--- src/rtl/event_apb_master_rr_pkg.sv ---
// Shared types and helpers for the event-to-APB write master.
// State encoding, default address map, per-channel address computation.
package event_apb_pkg;

    typedef enum logic [1:0] {
        IDLE,
        SETUP,
        ACCESS
    } apb_state_t;

    localparam logic [31:0] ADDR_BASE_DEF   = 32'h0000_ABC0;
    localparam logic [31:0] ADDR_STRIDE_DEF = 32'h0000_0004;

    // Wraps modulo 2^32; callers rely on that rather than on any range check.
    function automatic logic [31:0] ch_addr(input logic [31:0] base,
                                            input logic [31:0] stride,
                                            input logic [31:0] idx);
        return base + stride * idx;
    endfunction

endpackage

--- src/rtl/event_apb_master_rr_if.sv ---
// APB write port of the event master; master drives the request, slave returns ready.
// Signal names match the block's external APB pins.
interface event_apb_master_rr_if;

    logic        apb_psel_o;
    logic        apb_penable_o;
    logic [31:0] apb_paddr_o;
    logic        apb_pwrite_o;
    logic [31:0] apb_pwdata_o;
    logic        apb_pready_i;

    modport master (
        output apb_psel_o,
        output apb_penable_o,
        output apb_paddr_o,
        output apb_pwrite_o,
        output apb_pwdata_o,
        input  apb_pready_i
    );

    modport slave (
        input  apb_psel_o,
        input  apb_penable_o,
        input  apb_paddr_o,
        input  apb_pwrite_o,
        input  apb_pwdata_o,
        output apb_pready_i
    );

endinterface

--- src/rtl/event_apb_master_rr_arbiter.sv ---
// Round-robin arbiter: grants the first requester after the last granted index.
// Latency: combinational grant; last grant registered on advance.
// Backpressure: the grant is held until the caller asserts advance.
module rr_arbiter #(
    parameter  int N     = 3,
    localparam int IDX_W = (N > 1) ? $clog2(N) : 1
) (
    input  logic             clk,
    input  logic             reset,
    input  logic [N-1:0]     req,
    input  logic             advance,
    output logic [IDX_W-1:0] gnt_idx,
    output logic             gnt_valid
);

    logic [IDX_W-1:0] r_last;

    // Reset to the top index so channel 0 wins the first arbitration.
    always_ff @(posedge clk or posedge reset) begin
        if (reset) begin
            r_last <= IDX_W'(N - 1);
        end else if (advance && gnt_valid) begin
            r_last <= gnt_idx;
        end
    end

    // Two passes: indices above the last grant first, then wrap to the rest.
    always_comb begin
        gnt_idx   = '0;
        gnt_valid = 1'b0;
        for (int j = 0; j < N; j++) begin
            if (!gnt_valid && req[j] && (IDX_W'(j) > r_last)) begin
                gnt_valid = 1'b1;
                gnt_idx   = IDX_W'(j);
            end
        end
        for (int j = 0; j < N; j++) begin
            if (!gnt_valid && req[j] && (IDX_W'(j) <= r_last)) begin
                gnt_valid = 1'b1;
                gnt_idx   = IDX_W'(j);
            end
        end
    end

endmodule

--- src/rtl/event_apb_master_rr.sv ---
// Event-to-APB write master: per-channel saturating counters drained round-robin.
// Latency: event sampled at E0 -> psel at E1, penable at E2; 2-cycle minimum write.
// Backpressure: ACCESS holds while pready=0; counters keep accumulating meanwhile.
module event_apb_master_rr
    import event_apb_pkg::*;
#(
    parameter int          NUM_EVENTS  = 3,
    parameter int          CNT_W       = 4,
    parameter logic [31:0] ADDR_BASE   = ADDR_BASE_DEF,
    parameter logic [31:0] ADDR_STRIDE = ADDR_STRIDE_DEF
) (
    input  logic                  clk,
    input  logic                  reset,
    input  logic [NUM_EVENTS-1:0] event_i,
    output logic [NUM_EVENTS-1:0] ovf_o,
    event_apb_master_rr_if.master apb
);

    localparam int               IDX_W   = (NUM_EVENTS > 1) ? $clog2(NUM_EVENTS) : 1;
    localparam logic [CNT_W-1:0] CNT_MAX = '1;

    logic [CNT_W-1:0]      r_cnt [NUM_EVENTS];
    logic [NUM_EVENTS-1:0] r_ovf;
    logic [NUM_EVENTS-1:0] w_req;
    logic [IDX_W-1:0]      w_gnt_idx;
    logic                  w_gnt_valid;
    logic                  w_advance;
    logic [CNT_W-1:0]      w_gnt_cnt;

    apb_state_t  r_state;
    logic        r_psel;
    logic        r_penable;
    logic        r_pwrite;
    logic [31:0] r_paddr;
    logic [31:0] r_pwdata;

    always_comb begin
        w_req     = '0;
        w_gnt_cnt = '0;
        for (int k = 0; k < NUM_EVENTS; k++) begin
            w_req[k] = (r_cnt[k] != '0);
            if (w_gnt_idx == IDX_W'(k)) begin
                w_gnt_cnt = r_cnt[k];
            end
        end
    end

    // A new write may start from IDLE or on the completing ACCESS cycle.
    assign w_advance = w_gnt_valid &&
                       ((r_state == IDLE) || ((r_state == ACCESS) && apb.apb_pready_i));

    rr_arbiter #(.N(NUM_EVENTS)) u_arb (
        .clk       (clk),
        .reset     (reset),
        .req       (w_req),
        .advance   (w_advance),
        .gnt_idx   (w_gnt_idx),
        .gnt_valid (w_gnt_valid)
    );

    // Granted channel reloads with this cycle's event so it is not lost.
    always_ff @(posedge clk or posedge reset) begin
        if (reset) begin
            for (int k = 0; k < NUM_EVENTS; k++) begin
                r_cnt[k] <= '0;
            end
            r_ovf <= '0;
        end else begin
            for (int k = 0; k < NUM_EVENTS; k++) begin
                if (w_advance && (w_gnt_idx == IDX_W'(k))) begin
                    r_cnt[k] <= CNT_W'(event_i[k]);
                end else if (event_i[k]) begin
                    if (r_cnt[k] == CNT_MAX) begin
                        r_ovf[k] <= 1'b1;
                    end else begin
                        r_cnt[k] <= r_cnt[k] + CNT_W'(1);
                    end
                end
            end
        end
    end

    always_ff @(posedge clk or posedge reset) begin
        if (reset) begin
            r_state   <= IDLE;
            r_psel    <= 1'b0;
            r_penable <= 1'b0;
            r_pwrite  <= 1'b0;
            r_paddr   <= '0;
            r_pwdata  <= '0;
        end else if (w_advance) begin
            r_state   <= SETUP;
            r_psel    <= 1'b1;
            r_penable <= 1'b0;
            r_pwrite  <= 1'b1;
            r_paddr   <= ch_addr(ADDR_BASE, ADDR_STRIDE, 32'(w_gnt_idx));
            r_pwdata  <= 32'(w_gnt_cnt);
        end else begin
            case (r_state)
                SETUP: begin
                    r_state   <= ACCESS;
                    r_penable <= 1'b1;
                end
                ACCESS: begin
                    if (apb.apb_pready_i) begin
                        r_state   <= IDLE;
                        r_psel    <= 1'b0;
                        r_penable <= 1'b0;
                        r_pwrite  <= 1'b0;
                    end
                end
                default: begin
                    r_state <= IDLE;
                end
            endcase
        end
    end

    assign apb.apb_psel_o    = r_psel;
    assign apb.apb_penable_o = r_penable;
    assign apb.apb_pwrite_o  = r_pwrite;
    assign apb.apb_paddr_o   = r_paddr;
    assign apb.apb_pwdata_o  = r_pwdata;
    assign ovf_o             = r_ovf;

endmodule
--- src/flat_wrapper.sv ---
// flat-port wrapper written by rule: the top's interface ports become plain ports
module event_apb_master_rr_flat import event_apb_pkg::*;
#(
    parameter int          NUM_EVENTS  = 3,
    parameter int          CNT_W       = 4,
    parameter logic [31:0] ADDR_BASE   = ADDR_BASE_DEF,
    parameter logic [31:0] ADDR_STRIDE = ADDR_STRIDE_DEF
)
  (clk, reset, event_i, ovf_o, apb_apb_psel_o, apb_apb_penable_o, apb_apb_paddr_o, apb_apb_pwrite_o, apb_apb_pwdata_o, apb_apb_pready_i);
  event_apb_master_rr_if apb_i ();
  input  logic clk;
  input  logic reset;
  input  logic [NUM_EVENTS-1:0] event_i;
  output logic [NUM_EVENTS-1:0] ovf_o;
  output wire logic [$bits(apb_i.apb_psel_o)-1:0] apb_apb_psel_o;
  output wire logic [$bits(apb_i.apb_penable_o)-1:0] apb_apb_penable_o;
  output wire logic [$bits(apb_i.apb_paddr_o)-1:0] apb_apb_paddr_o;
  output wire logic [$bits(apb_i.apb_pwrite_o)-1:0] apb_apb_pwrite_o;
  output wire logic [$bits(apb_i.apb_pwdata_o)-1:0] apb_apb_pwdata_o;
  input wire logic [$bits(apb_i.apb_pready_i)-1:0] apb_apb_pready_i;
  assign apb_apb_psel_o = apb_i.apb_psel_o;
  assign apb_apb_penable_o = apb_i.apb_penable_o;
  assign apb_apb_paddr_o = apb_i.apb_paddr_o;
  assign apb_apb_pwrite_o = apb_i.apb_pwrite_o;
  assign apb_apb_pwdata_o = apb_i.apb_pwdata_o;
  assign apb_i.apb_pready_i = apb_apb_pready_i;
  event_apb_master_rr #(.NUM_EVENTS(NUM_EVENTS), .CNT_W(CNT_W), .ADDR_BASE(ADDR_BASE), .ADDR_STRIDE(ADDR_STRIDE)) u_core (.clk(clk), .reset(reset), .event_i(event_i), .ovf_o(ovf_o), .apb(apb_i));
endmodule
--- config.mk ---
export PLATFORM = sky130hd
export DESIGN_NAME = event_apb_master_rr_flat
export DESIGN_NICKNAME = d
export VERILOG_FILES = /design/src/rtl/event_apb_master_rr_pkg.sv /design/src/rtl/event_apb_master_rr_if.sv /design/src/rtl/event_apb_master_rr_arbiter.sv /design/src/rtl/event_apb_master_rr.sv /design/src/flat_wrapper.sv
export SDC_FILE = /design/constraint.sdc
export NUM_CORES = 1
export LEC_CHECK = 0
export ABC_AREA = 1
export CORE_AREA = 2 2 69 71
export CTS_CLUSTER_DIAMETER = 150
export DETAILED_ROUTE_END_ITERATION = 6
export DIE_AREA = 0 0 71 73
export PLACE_DENSITY = 0.82
export SYNTH_ARGS = -nofsm -noshare
export SYNTH_HDL_FRONTEND = slang
export SYNTH_SLANG_ARGS = --single-unit
export TNS_END_PERCENT = 20
--- constraint.sdc ---
create_clock -name clk -period 1.7 [get_ports clk]
set_input_delay 0.17 -clock clk [delete_from_list [all_inputs] [get_ports clk]]
set_output_delay 0.17 -clock clk [all_outputs]
set_load 0.02 [all_outputs]
======== Yosys cells after proc, flatten, opt, wreduce, memory -nomap -nowiden ========
Cells that the tools add are included.
word-level totals
  register bits ........................... 57
  output and inout bits ................... 70
  bits in writable memories ............... 0
  ROM bits ................................ 0
  memories ................................ 0
  logic and storage cells ................. 109
  bits in latches ......................... 0
operators by class
  equality and inequality tests ........... 11
  $mul .................................... 0
  shift operators ......................... 0
  mux-type cells .......................... 31
  order comparisons ....................... 6
  reductions and logical operators ........ 42
  $add $sub $neg .......................... 4
  bitwise gates (word level) .............. 3
  div/mod/pow operators ................... 0
operator list
  kind                                                                            number
  4-bit 2-to-1 mux                                                                12
  16-bit by 4-bit adder with 17-bit output, first input constant                  1
  1-bit logical AND                                                               17
  4-bit by 1-bit adder with 4-bit output, second input constant                   3
  4-bit == test, second input constant                                            3
  2-bit 2-to-1 mux                                                                6
  4-bit nonzero test                                                              3
  1-bit 2-to-1 mux                                                                11
  2-bit AND reduction                                                             5
  2-bit nonzero test                                                              5
  3-bit AND reduction                                                             3
  2-bit by 1-bit inequality test with 1-bit output, second input constant         3
  1-bit zero test                                                                 5
  2-bit by 1-bit == test with 1-bit output, second input constant                 2
  2-bit == test, second input constant                                            2
  1-bit by 2-bit greater-than comparator with 1-bit output, first input constant  2
  1-bit by 2-bit <= comparator with 1-bit output, first input constant            2
  2-bit zero test                                                                 2
  2-bit one-hot mux with 2 select lines                                           1
  3-bit inequality test, second input constant                                    1
  1-bit NOT                                                                       3
  3-bit nonzero test                                                              1
  2-bit greater-than comparator, first input constant                             1
  2-bit <= comparator, first input constant                                       1
  2 further kinds                                                                 2

======== Logic depth before layout (Yosys ltp) ========
Gate-level depths: netlist (run 1).
  word-level depth ........................ 27
  gate-level depth with buffers ........... 11
  depth with buffers taken out ............ 11

======== Cells and area by module ========
From an unflattened synthesis (run 1), not the netlist that was laid out.
unflattened totals
  cells, all modules ...................... 252
  area, all modules ....................... 1955.6 um2
modules (own cells, without submodules)
  module               cells each  area an instance (um2)  seq. area each (um2)  times used
  event_apb_master_rr  228         1788.0                  650.6                 1
  rr_arbiter           24          167.7                   51.3                  1

======== Worst setup path before layout (run 1) ========
Ideal clock, no wire load.
  kind .................................... flip-flop to flip-flop
  start point ............................. register u_core.r_cnt[4] in the netlist's numbering
  end point ............................... register u_core.r_paddr[13], in the netlist u_core.apb.apb_paddr_o[13]
  stages on the path, launching flop included .. 10
  buffers on the path ..................... 1
  path slack .............................. 146 ps
  data required time ...................... 1576 ps
  setup time .............................. 124 ps
  arrival time ............................ 1430 ps
  period minus slack after synthesis ...... 1554 ps
  cell sequence ........................... dfrtp_1 -> inv_1 -> ha_1 -> nand2_1 -> nor2_1 -> nand4_1 -> nand2_2 -> inv_2 -> buf_6 -> or2_1
between the ends
  word-level cells in the longest chain between the ends .. 21
ends and longest elaborated chain
  item                                                                                  RTL line                                                  text
  from (decl)                                                                           event_apb_master_rr.sv:22                                 logic [CNT_W-1:0] r_cnt [NUM_EVENTS];
  from (signal, indexed assignment)                                                     event_apb_master_rr.sv:71                                 r_cnt[k] <= CNT_W'(event_i[k]);
  from (signal, indexed assignment)                                                     event_apb_master_rr.sv:76                                 r_cnt[k] <= r_cnt[k] + CNT_W'(1);
  4-bit nonzero test *                                                                  event_apb_master_rr.sv:41                                 w_req[k] = (r_cnt[k] != '0);
  1-bit logical AND (2 in series)                                                       event_apb_master_rr_arbiter.sv:32                         if (!gnt_valid && req[j] && (IDX_W'(j) > r_last)) begin
  1-bit 2-to-1 mux                                                                      event_apb_master_rr_arbiter.sv:32
  1-bit zero test                                                                       event_apb_master_rr_arbiter.sv:32
  1-bit logical AND (2 in series)                                                       event_apb_master_rr_arbiter.sv:32
  1-bit 2-to-1 mux                                                                      event_apb_master_rr_arbiter.sv:32
  1-bit zero test                                                                       event_apb_master_rr_arbiter.sv:38                         if (!gnt_valid && req[j] && (IDX_W'(j) <= r_last)) begin
  1-bit logical AND (2 in series)                                                       event_apb_master_rr_arbiter.sv:38
  1-bit 2-to-1 mux                                                                      event_apb_master_rr_arbiter.sv:38
  1-bit zero test                                                                       event_apb_master_rr_arbiter.sv:38
  1-bit logical AND (2 in series)                                                       event_apb_master_rr_arbiter.sv:38
  1-bit 2-to-1 mux                                                                      event_apb_master_rr_arbiter.sv:38
  1-bit zero test                                                                       event_apb_master_rr_arbiter.sv:38
  1-bit logical AND (2 in series)                                                       event_apb_master_rr_arbiter.sv:38
  2-bit 2-to-1 mux / 1-bit 2-to-1 mux (equally long branches)                           event_apb_master_rr_arbiter.sv:38
  16-bit by 4-bit adder with 17-bit output / 1-bit logical AND (equally long branches)  event_apb_master_rr_pkg.sv:18, event_apb_master_rr.sv:49
  to (signal assigned)                                                                  event_apb_master_rr.sv:96                                 r_paddr <= ch_addr(ADDR_BASE, ADDR_STRIDE, 32'(w_gnt_idx));
  to (decl)                                                                             event_apb_master_rr.sv:34                                 logic [31:0] r_paddr;
Every way passes the cells marked *; elsewhere a longest branch is shown, timed or not.
A chain may end at the register's enable or synchronous reset.

======== Worst setup path in the final report (run 1) ========
  start point ............................. register u_core.r_cnt[8] in the netlist's numbering
  end point ............................... register u_core.r_pwdata[1], in the netlist u_core.apb.apb_pwdata_o[1]
between the ends
  word-level cells in the longest chain between the ends .. 27
ends and longest elaborated chain
  item                             RTL line                           text
  4-bit nonzero test *             event_apb_master_rr.sv:41
  1-bit logical AND                event_apb_master_rr_arbiter.sv:32
  1-bit 2-to-1 mux                 event_apb_master_rr_arbiter.sv:32
  1-bit zero test                  event_apb_master_rr_arbiter.sv:32
  1-bit logical AND (2 in series)  event_apb_master_rr_arbiter.sv:32
  1-bit 2-to-1 mux                 event_apb_master_rr_arbiter.sv:32
  1-bit zero test                  event_apb_master_rr_arbiter.sv:32
  1-bit logical AND (2 in series)  event_apb_master_rr_arbiter.sv:32
  [... 5 more ...]                 -
  1-bit zero test                  event_apb_master_rr_arbiter.sv:38
  1-bit logical AND (2 in series)  event_apb_master_rr_arbiter.sv:38
  1-bit 2-to-1 mux                 event_apb_master_rr_arbiter.sv:38
  1-bit zero test                  event_apb_master_rr_arbiter.sv:38
  1-bit logical AND (2 in series)  event_apb_master_rr_arbiter.sv:38
  2-bit 2-to-1 mux                 event_apb_master_rr_arbiter.sv:38
  2-bit zero test                  event_apb_master_rr.sv:42          if (w_gnt_idx == IDX_W'(k)) begin
  4-bit 2-to-1 mux (3 in series)   event_apb_master_rr.sv:42
  to (signal assigned)             event_apb_master_rr.sv:97          r_pwdata <= 32'(w_gnt_cnt);
  to (decl)                        event_apb_master_rr.sv:35          logic [31:0] r_pwdata;
Marked as above.

==> run metrics, run 1 <==
status completed; H-tree depth 1; HP Class input port to async pin; multiplexer area fraction after synthesis 0; drt pass-1 iters 4; Final period util 0.953; I/O pin cnt 76; CTS Buf Count 3; Via-to-Cell Ratio 4.29; n_diodes 0; Max Clock Skew 0.00389 ns; grt ovf 0; overall power 3.68 mW; layout cells sized above 1 0.148; Layout fillers 437; Setup-failing EPs final 0; FF-to-FF End u_core.apb.apb_pwdata_o[1]$_DFFE_PP0P_; die width 71 µm; Buffers on Ports 24; fin. max-slew vios 0; Max-cap violations 0; clock sink count 27; Leak Pwr 1.13 nW; Routed Antenna Nets 0; final cell count without fillers 325; RSZ-0062 raised after global routing yes; Reg power frac 0.297; Data arrival, critical path 1.79 ns; Root Driver clkbuf_8; area of the mapped netlist 1860 µm²; Post-Synth XOR/XNOR Area 0.0235; die height 73 µm; drt drc 0; setup TNS 0 ns; die area 5180 µm²; Post-Synth Simple-Gate Area 0.226; end point of the critical path u_core.apb.apb_pwdata_o[1]$_DFFE_PP0P_; drt wl/cell 9.58 µm; Final Hold Viols 0; Avg Inst Size Synth 7.96 µm²; power per cell area 1740 nW/µm²; register area share after synthesis 0.363; R2R cell count 9; Int Power 2.02 mW; Netlist cell types 23; Row Count 25; Worst EP required 1.87 ns; Reg clk slew, reported paths 0.09 ns; startpoint types flop; Iteration-0 DRC Markers 63; Synth Area in Adders 0.0403; critical path class flop to flop; Synth warnings 0; slack of the critical path 0.0807 ns; Cells after Synth 234; first-pass GRT wire length 5220 µm; Reg-to-Reg Start u_core.r_cnt[8]$_DFFE_PP0P_; Switching Fraction 0.452; pin count of the biggest net entering global routing 28; clk buf depth 2; Util after Layout 0.467; Worst setup EP type flop; fin nets 284; GRT Overall Usage 0.126; initial antenna violation count 0; HPWL Detailed 2430 µm; vias in the first global route 1229; Yosys reg bits 27; crit path from u_core.r_cnt[8]$_DFFE_PP0P_; Fmax 618 MHz; switching pwr 1.66 mW; Worst R2R Setup Slack 0.08 ns; Critical Path Fanout Max 5; Total Wirelength 3110 µm; pre-CTS setup slack -0.00555 ns; Starting Density 0.411; dpl cells 316; Comb power frac 0.605; clock latency on the worst-skew pair 0.27 ns; via count 1395; Max rail drop VDD 0.000553 V; Clk pwr share 0.098; Area Growth Syn to Fin 13.6%; core area 4540 µm²; Synth Area in Compound Gates 0.0584; largest family of logic cells by synthesized area buffers and inverters; CTS tree yes; Final Critical Period 1.62 ns; GPL Wtd Cong 0.887
-- per-layer routing --
| layer | GRT usage | vias up | share of wire |
|---|---|---|---|
| met5 | 0 | - | 0 |
| met4 | 0.0566 | 0 | 0.024 |
| met3 | 0.0221 | 7 | 0.072 |
| met2 | 0.219 | 66 | 0.51 |
| met1 | 0.153 | 620 | 0.40 |
| li1 | - | 702 | - |
-- Yosys cell counts --
cell type | instances | area (µm²)
nor2_1 | 18 | 67.6
buf_4 | 59 | 443
o22ai_1 | 1 | 6.26
o21ai_0 | 5 | 25.0
buf_6 | 1 | 11.3
conb_1 | 1 | 3.75
nor3_2 | 2 | 20.0
dfrtp_1 | 26 | 651
ha_1 | 6 | 75.1
dfstp_2 | 1 | 26.3
nor3b_2 | 1 | 12.5
nor2_2 | 2 | 12.5
nand4_1 | 8 | 50.1
nand3_1 | 7 | 35.0
inv_1 | 18 | 67.6
nand2_2 | 3 | 18.8
inv_2 | 3 | 11.3
xor2_1 | 5 | 43.8
or2_1 | 1 | 6.26
a21boi_0 | 2 | 15.0
a21oi_1 | 8 | 40.0
nand2_1 | 53 | 199
o21bai_1 | 3 | 22.5
-- logic make-up after synthesis --
group,Yosys count
AND/OR/NAND/NOR,95
buffers and inverters,81
flip-flops,27
other,1
AO/OA/AOI/OAI,19
adder cells (fa/ha/maj),6
XOR/XNOR,5
-- critical path, cell delays in order (launching register included) --
cell      delay, ns
dfrtp_1        0.40
inv_2          0.08
ha_1           0.14
nor3b_4        0.21
nand4_1        0.12
nand2_2        0.16
nor2_4         0.08
buf_4          0.14
a21boi_1       0.12
nand2_1        0.07
-- what timing repair did --
item	4_1_cts	5_1_grt
gates resized for setup	2	9
setup buffers	0	5
pin swaps	0	2
cloned	0	0
setup endpoints to repair	1	20
hold buffers	0	0
-- state kept, by name, summed over array words and instances, names as in the netlist --
register,count
u_core.r_cnt,12
u_core.apb.apb_pwdata_o,4
u_core.apb.apb_paddr_o,3
u_core.ovf_o,3
u_core.r_state,2
u_core.apb.apb_penable_o,1
u_core.apb.apb_psel_o,1
u_core.u_arb.r_last,1
-- area by class of cell --
class,instances,area [µm²],area share
multi-input combinational,176,862,0.407
clock inverter,1,5.00,0.00236
timing repair buffer,43,383,0.181
sequential,27,677,0.320
tap,54,67.6,0.0319
inverter,21,81.3,0.0384
clock buffer,3,41.3,0.0195
-- how the worst min path moves through the flow --
| stage | from | end | depth (start not counted) |
|---|---|---|---|
| 2_1_floorplan | reset | u_core.apb.apb_paddr_o[13]$_DFFE_PP0P_ | 1 |
| 3_3_place_gp | u_core.r_state[0]$_DFFE_PP0P_ | u_core.r_state[1]$_DFFE_PP0P_ | 1 |
| 6_report | reset | u_core.ovf_o[2]$_DFFE_PP0P_ | 3 |
| 3_5_place_dp | u_core.r_state[0]$_DFFE_PP0P_ | u_core.r_state[1]$_DFFE_PP0P_ | 1 |
| 4_1_cts | reset | u_core.r_cnt[10]$_DFFE_PP0P_ | 3 |
| 5_1_grt | reset | u_core.ovf_o[0]$_DFFE_PP0P_ | 3 |
-- power by group through the flow --
stage               clock network, mW  logic (mW)  registers, mW
global route                    0.392        2.51           1.13
floorplan                           0        1.30           1.25
CTS                             0.364        2.06           1.09
detailed placement                  0        2.03           1.10
global placement                    0        1.97           1.09
finish                          0.361        2.22           1.09
-- per-stage QoR --
step | instance area (µm²) | hold WS, ns
CTS | 2060 | 0.263
detailed placement | 2010 | 0.466
floorplan | 2050 | 0.222
finish | 2120 | 0.249
global route | 2120 | 0.318
global placement | 2010 | 0.461
-- cells in the final DEF, fill, tap and decap left out, types with 2 or more instances in the layout --
| master | Yosys | routed |
|---|---|---|
| nand3_1 | 7 | 7 |
| nor2_2 | 2 | 2 |
| clkbuf_8 | 0 | 3 |
| inv_1 | 18 | 17 |
| nand2_1 | 53 | 50 |
| o21bai_1 | 3 | 3 |
| nand2_2 | 3 | 6 |
| ha_1 | 6 | 6 |
| nand4_1 | 8 | 8 |
| xor2_1 | 5 | 5 |
| nor3_2 | 2 | 2 |
| buf_4 | 59 | 19 |
| o21ai_0 | 5 | 4 |
| dfrtp_1 | 26 | 26 |
| clkdlybuf4s50_1 | 0 | 24 |
| nor2_1 | 18 | 17 |
| conb_1 | 1 | 51 |
| inv_2 | 3 | 3 |
| a21oi_1 | 8 | 8 |
| a21boi_1 | 0 | 2 |
(Power assumes the default switching activity.)
==> run 2, diff against run 1 <==
Settings changed: CAP_MARGIN set to 20.
==> results of run 2 <==
Final layout, timing and power as in run 1 (identical DEF).
==> run 3, diff against run 2 <==
Settings changed: SKIP_LAST_GASP set to 1.
==> run 3 against run 2 <==
Effect of this change: clock power barely moved; largest cell class unchanged; via count grew 0.72%; critical path type unchanged; non-clock buffer count grew 1; fmax down 0.34%; design area up 0.89%; largest power group unchanged; final cell count grew 0.31%; register-to-register slack hardly changed.
==> run metrics, run 3 (same netlist as run 1, synthesis figures left out) <==
status completed; first-pass GRT wire length 5220 µm (unchanged); GPL Wtd Cong 0.887 (unchanged); fin nets 285 (+0.35%); Row Count 25 (unchanged); Reg clk slew, reported paths 0.09 ns (about the same); # hold bufs at CTS 0 (unchanged); Setup-failing EPs final 0 (unchanged); die area 5180 µm² (unchanged); max reg flops 12 (unchanged); grt ovf 0 (unchanged); Post-Layout Inst Area 2140 µm² (+0.89%); critical path class flop to flop; Reg-to-Reg Start u_core.r_cnt[8]$_DFFE_PP0P_; CP top delay family simple AND/OR/NAND/NOR gates; Critical Path Fanout Max 5 (unchanged); RSZ-0062 raised after global routing yes; clk buf depth 2 (unchanged); HPWL Detailed 2430 µm (unchanged); drt wl/cell 9.79 µm (+2.3%); clock sink count 27 (unchanged); crit path from u_core.r_cnt[8]$_DFFE_PP0P_; placed cell area 2010 µm² (unchanged); Worst EP required 1.87 ns (about the same); most frequent cells in the layout nand2_1, conb_1, dfrtp_1; n_diodes 0 (unchanged); I/O pin cnt 76 (unchanged); H-tree depth 1 (unchanged); Buffers on Ports 24 (unchanged); via count 1405 (+0.72%); Leak Pwr 1.13 nW (+0.59%); Starting Density 0.411 (unchanged); Layout fillers 435 (-0.46%); Iteration-0 DRC Markers 75 (+19%); drt pass-1 iters 4 (unchanged); Data arrival, critical path 1.79 ns (about the same); core area 4540 µm² (unchanged); worst path cell trace inv_2 -> ha_1 -> nor3b_4 -> nand4_1 -> nand2_2 -> nor2_4 -> buf_4 -> a21boi_1 -> nand2_1; register with the most flip-flops u_core.r_cnt; startpoint types flop; drt drc 0 (unchanged); Crit path largest cell delay 0.40 ns (about the same); initial antenna violation count 0 (unchanged); Max-cap violations 0 (unchanged); Via-to-Cell Ratio 4.31 (+0.41%); die width 71 µm (unchanged); Max rail drop VDD 0.000556 V (+0.58%); register area 677 µm² (unchanged); Final Critical Period 1.62 ns (+0.00554 ns); fin. max-slew vios 0 (unchanged); vias in the first global route 1229 (unchanged); Worst R2R Setup Slack 0.08 ns (about the same); power per cell area 1760 nW/µm² (+1.3%); critical path's slowest cell dfrtp_1; Util after Layout 0.471 (+0.00414); crit path buf inv count 2 (unchanged); Max Clock Skew 0.00377 ns (-0.000119 ns); die height 73 µm (unchanged); layout cells sized above 1 0.151 (+0.00313); overall power 3.76 mW (+2.2%); pin count of the biggest net entering global routing 28 (unchanged); Final period util 0.956 (+0.00326); CTS tree yes; Routed Antenna Nets 0 (unchanged); Final Hold Viols 0 (unchanged); Area Growth Syn to Fin 14.6%; clock latency on the worst-skew pair 0.27 ns (about the same); Total Wirelength 3190 µm (+2.6%); Fmax 615 MHz (-0.34%); HP Class input port to async pin; GRT Overall Usage 0.126 (unchanged); CTS Buf Count 3 (unchanged); Root Driver clkbuf_8; final hold slack 0.248 ns (-0.000725 ns); Worst setup EP type flop; area occupied by multi-input gates 873 µm² (+1.3%)
run 3: cell count changes in the layout (fill, tap and decap cells not counted), sizes merged:
| cell | delta |
|---|---|
| buf | +1 |
run 3: area by class of cell:
cell class / instances / area share
timing repair buffer: 44 / 0.183
clock inverter: 1 / 0.00234
sequential: 27 / 0.317
multi-input combinational: 176 / 0.409
clock buffer: 3 / 0.0193
tap: 54 / 0.0316
inverter: 21 / 0.0381
run 3: timing repair:
item	4_1_cts	5_1_grt
pin swaps	0	4
resized for setup	1	12
buffers inserted	0	6
endpoints found under the hold margin	0	0
endpoints found under the setup margin	1	20
run 3: worst paths after layout:
check / to / cells after the start
max reg2reg: u_core.apb.apb_pwdata_o[1]$_DFFE_PP0P_ / 9
max in group asynchronous: u_core.u_arb.r_last[1]$_DFFE_PP1P_ / 3
min: u_core.ovf_o[2]$_DFFE_PP0P_ / 3
min in group clk: u_core.r_state[1]$_DFFE_PP0P_ / 1
min reg2reg: u_core.r_state[1]$_DFFE_PP0P_ / 1
max: u_core.apb.apb_pwdata_o[1]$_DFFE_PP0P_ / 9
run 3: metal layers:
metal	global-route usage	routed length (µm)
met1	0.153	1300
met2	0.219	1590
met3	0.0221	224
met4	0.0566	75
met5	0	0
run 3: stage by stage:
step / setup slack, ns / TNS (ns) / instances
after floorplan: 0.146 / 0 / 284
after global placement: 0.0825 / 0 / 316
after detailed placement: -0.00555 / -0.00555 / 316
after CTS: -0.0241 / -0.0241 / 320
after global routing: -0.0596 / -0.259 / 326
final: 0.0751 / 0 / 326
run 3: worst reg2reg max path, cell delays in order, from the launching register on:
cell,delay [ns]
dfrtp_1,0.40
inv_2,0.07
ha_1,0.14
nor3b_4,0.21
nand4_1,0.13
nand2_2,0.16
nor2_4,0.08
buf_4,0.14
a21boi_1,0.12
nand2_1,0.07
run 3: power by group:
group          total, mW  switching, mW  internal, mW
Sequential          1.10          0.178         0.917
Clock              0.360          0.196         0.164
Combinational       2.30           1.34         0.965
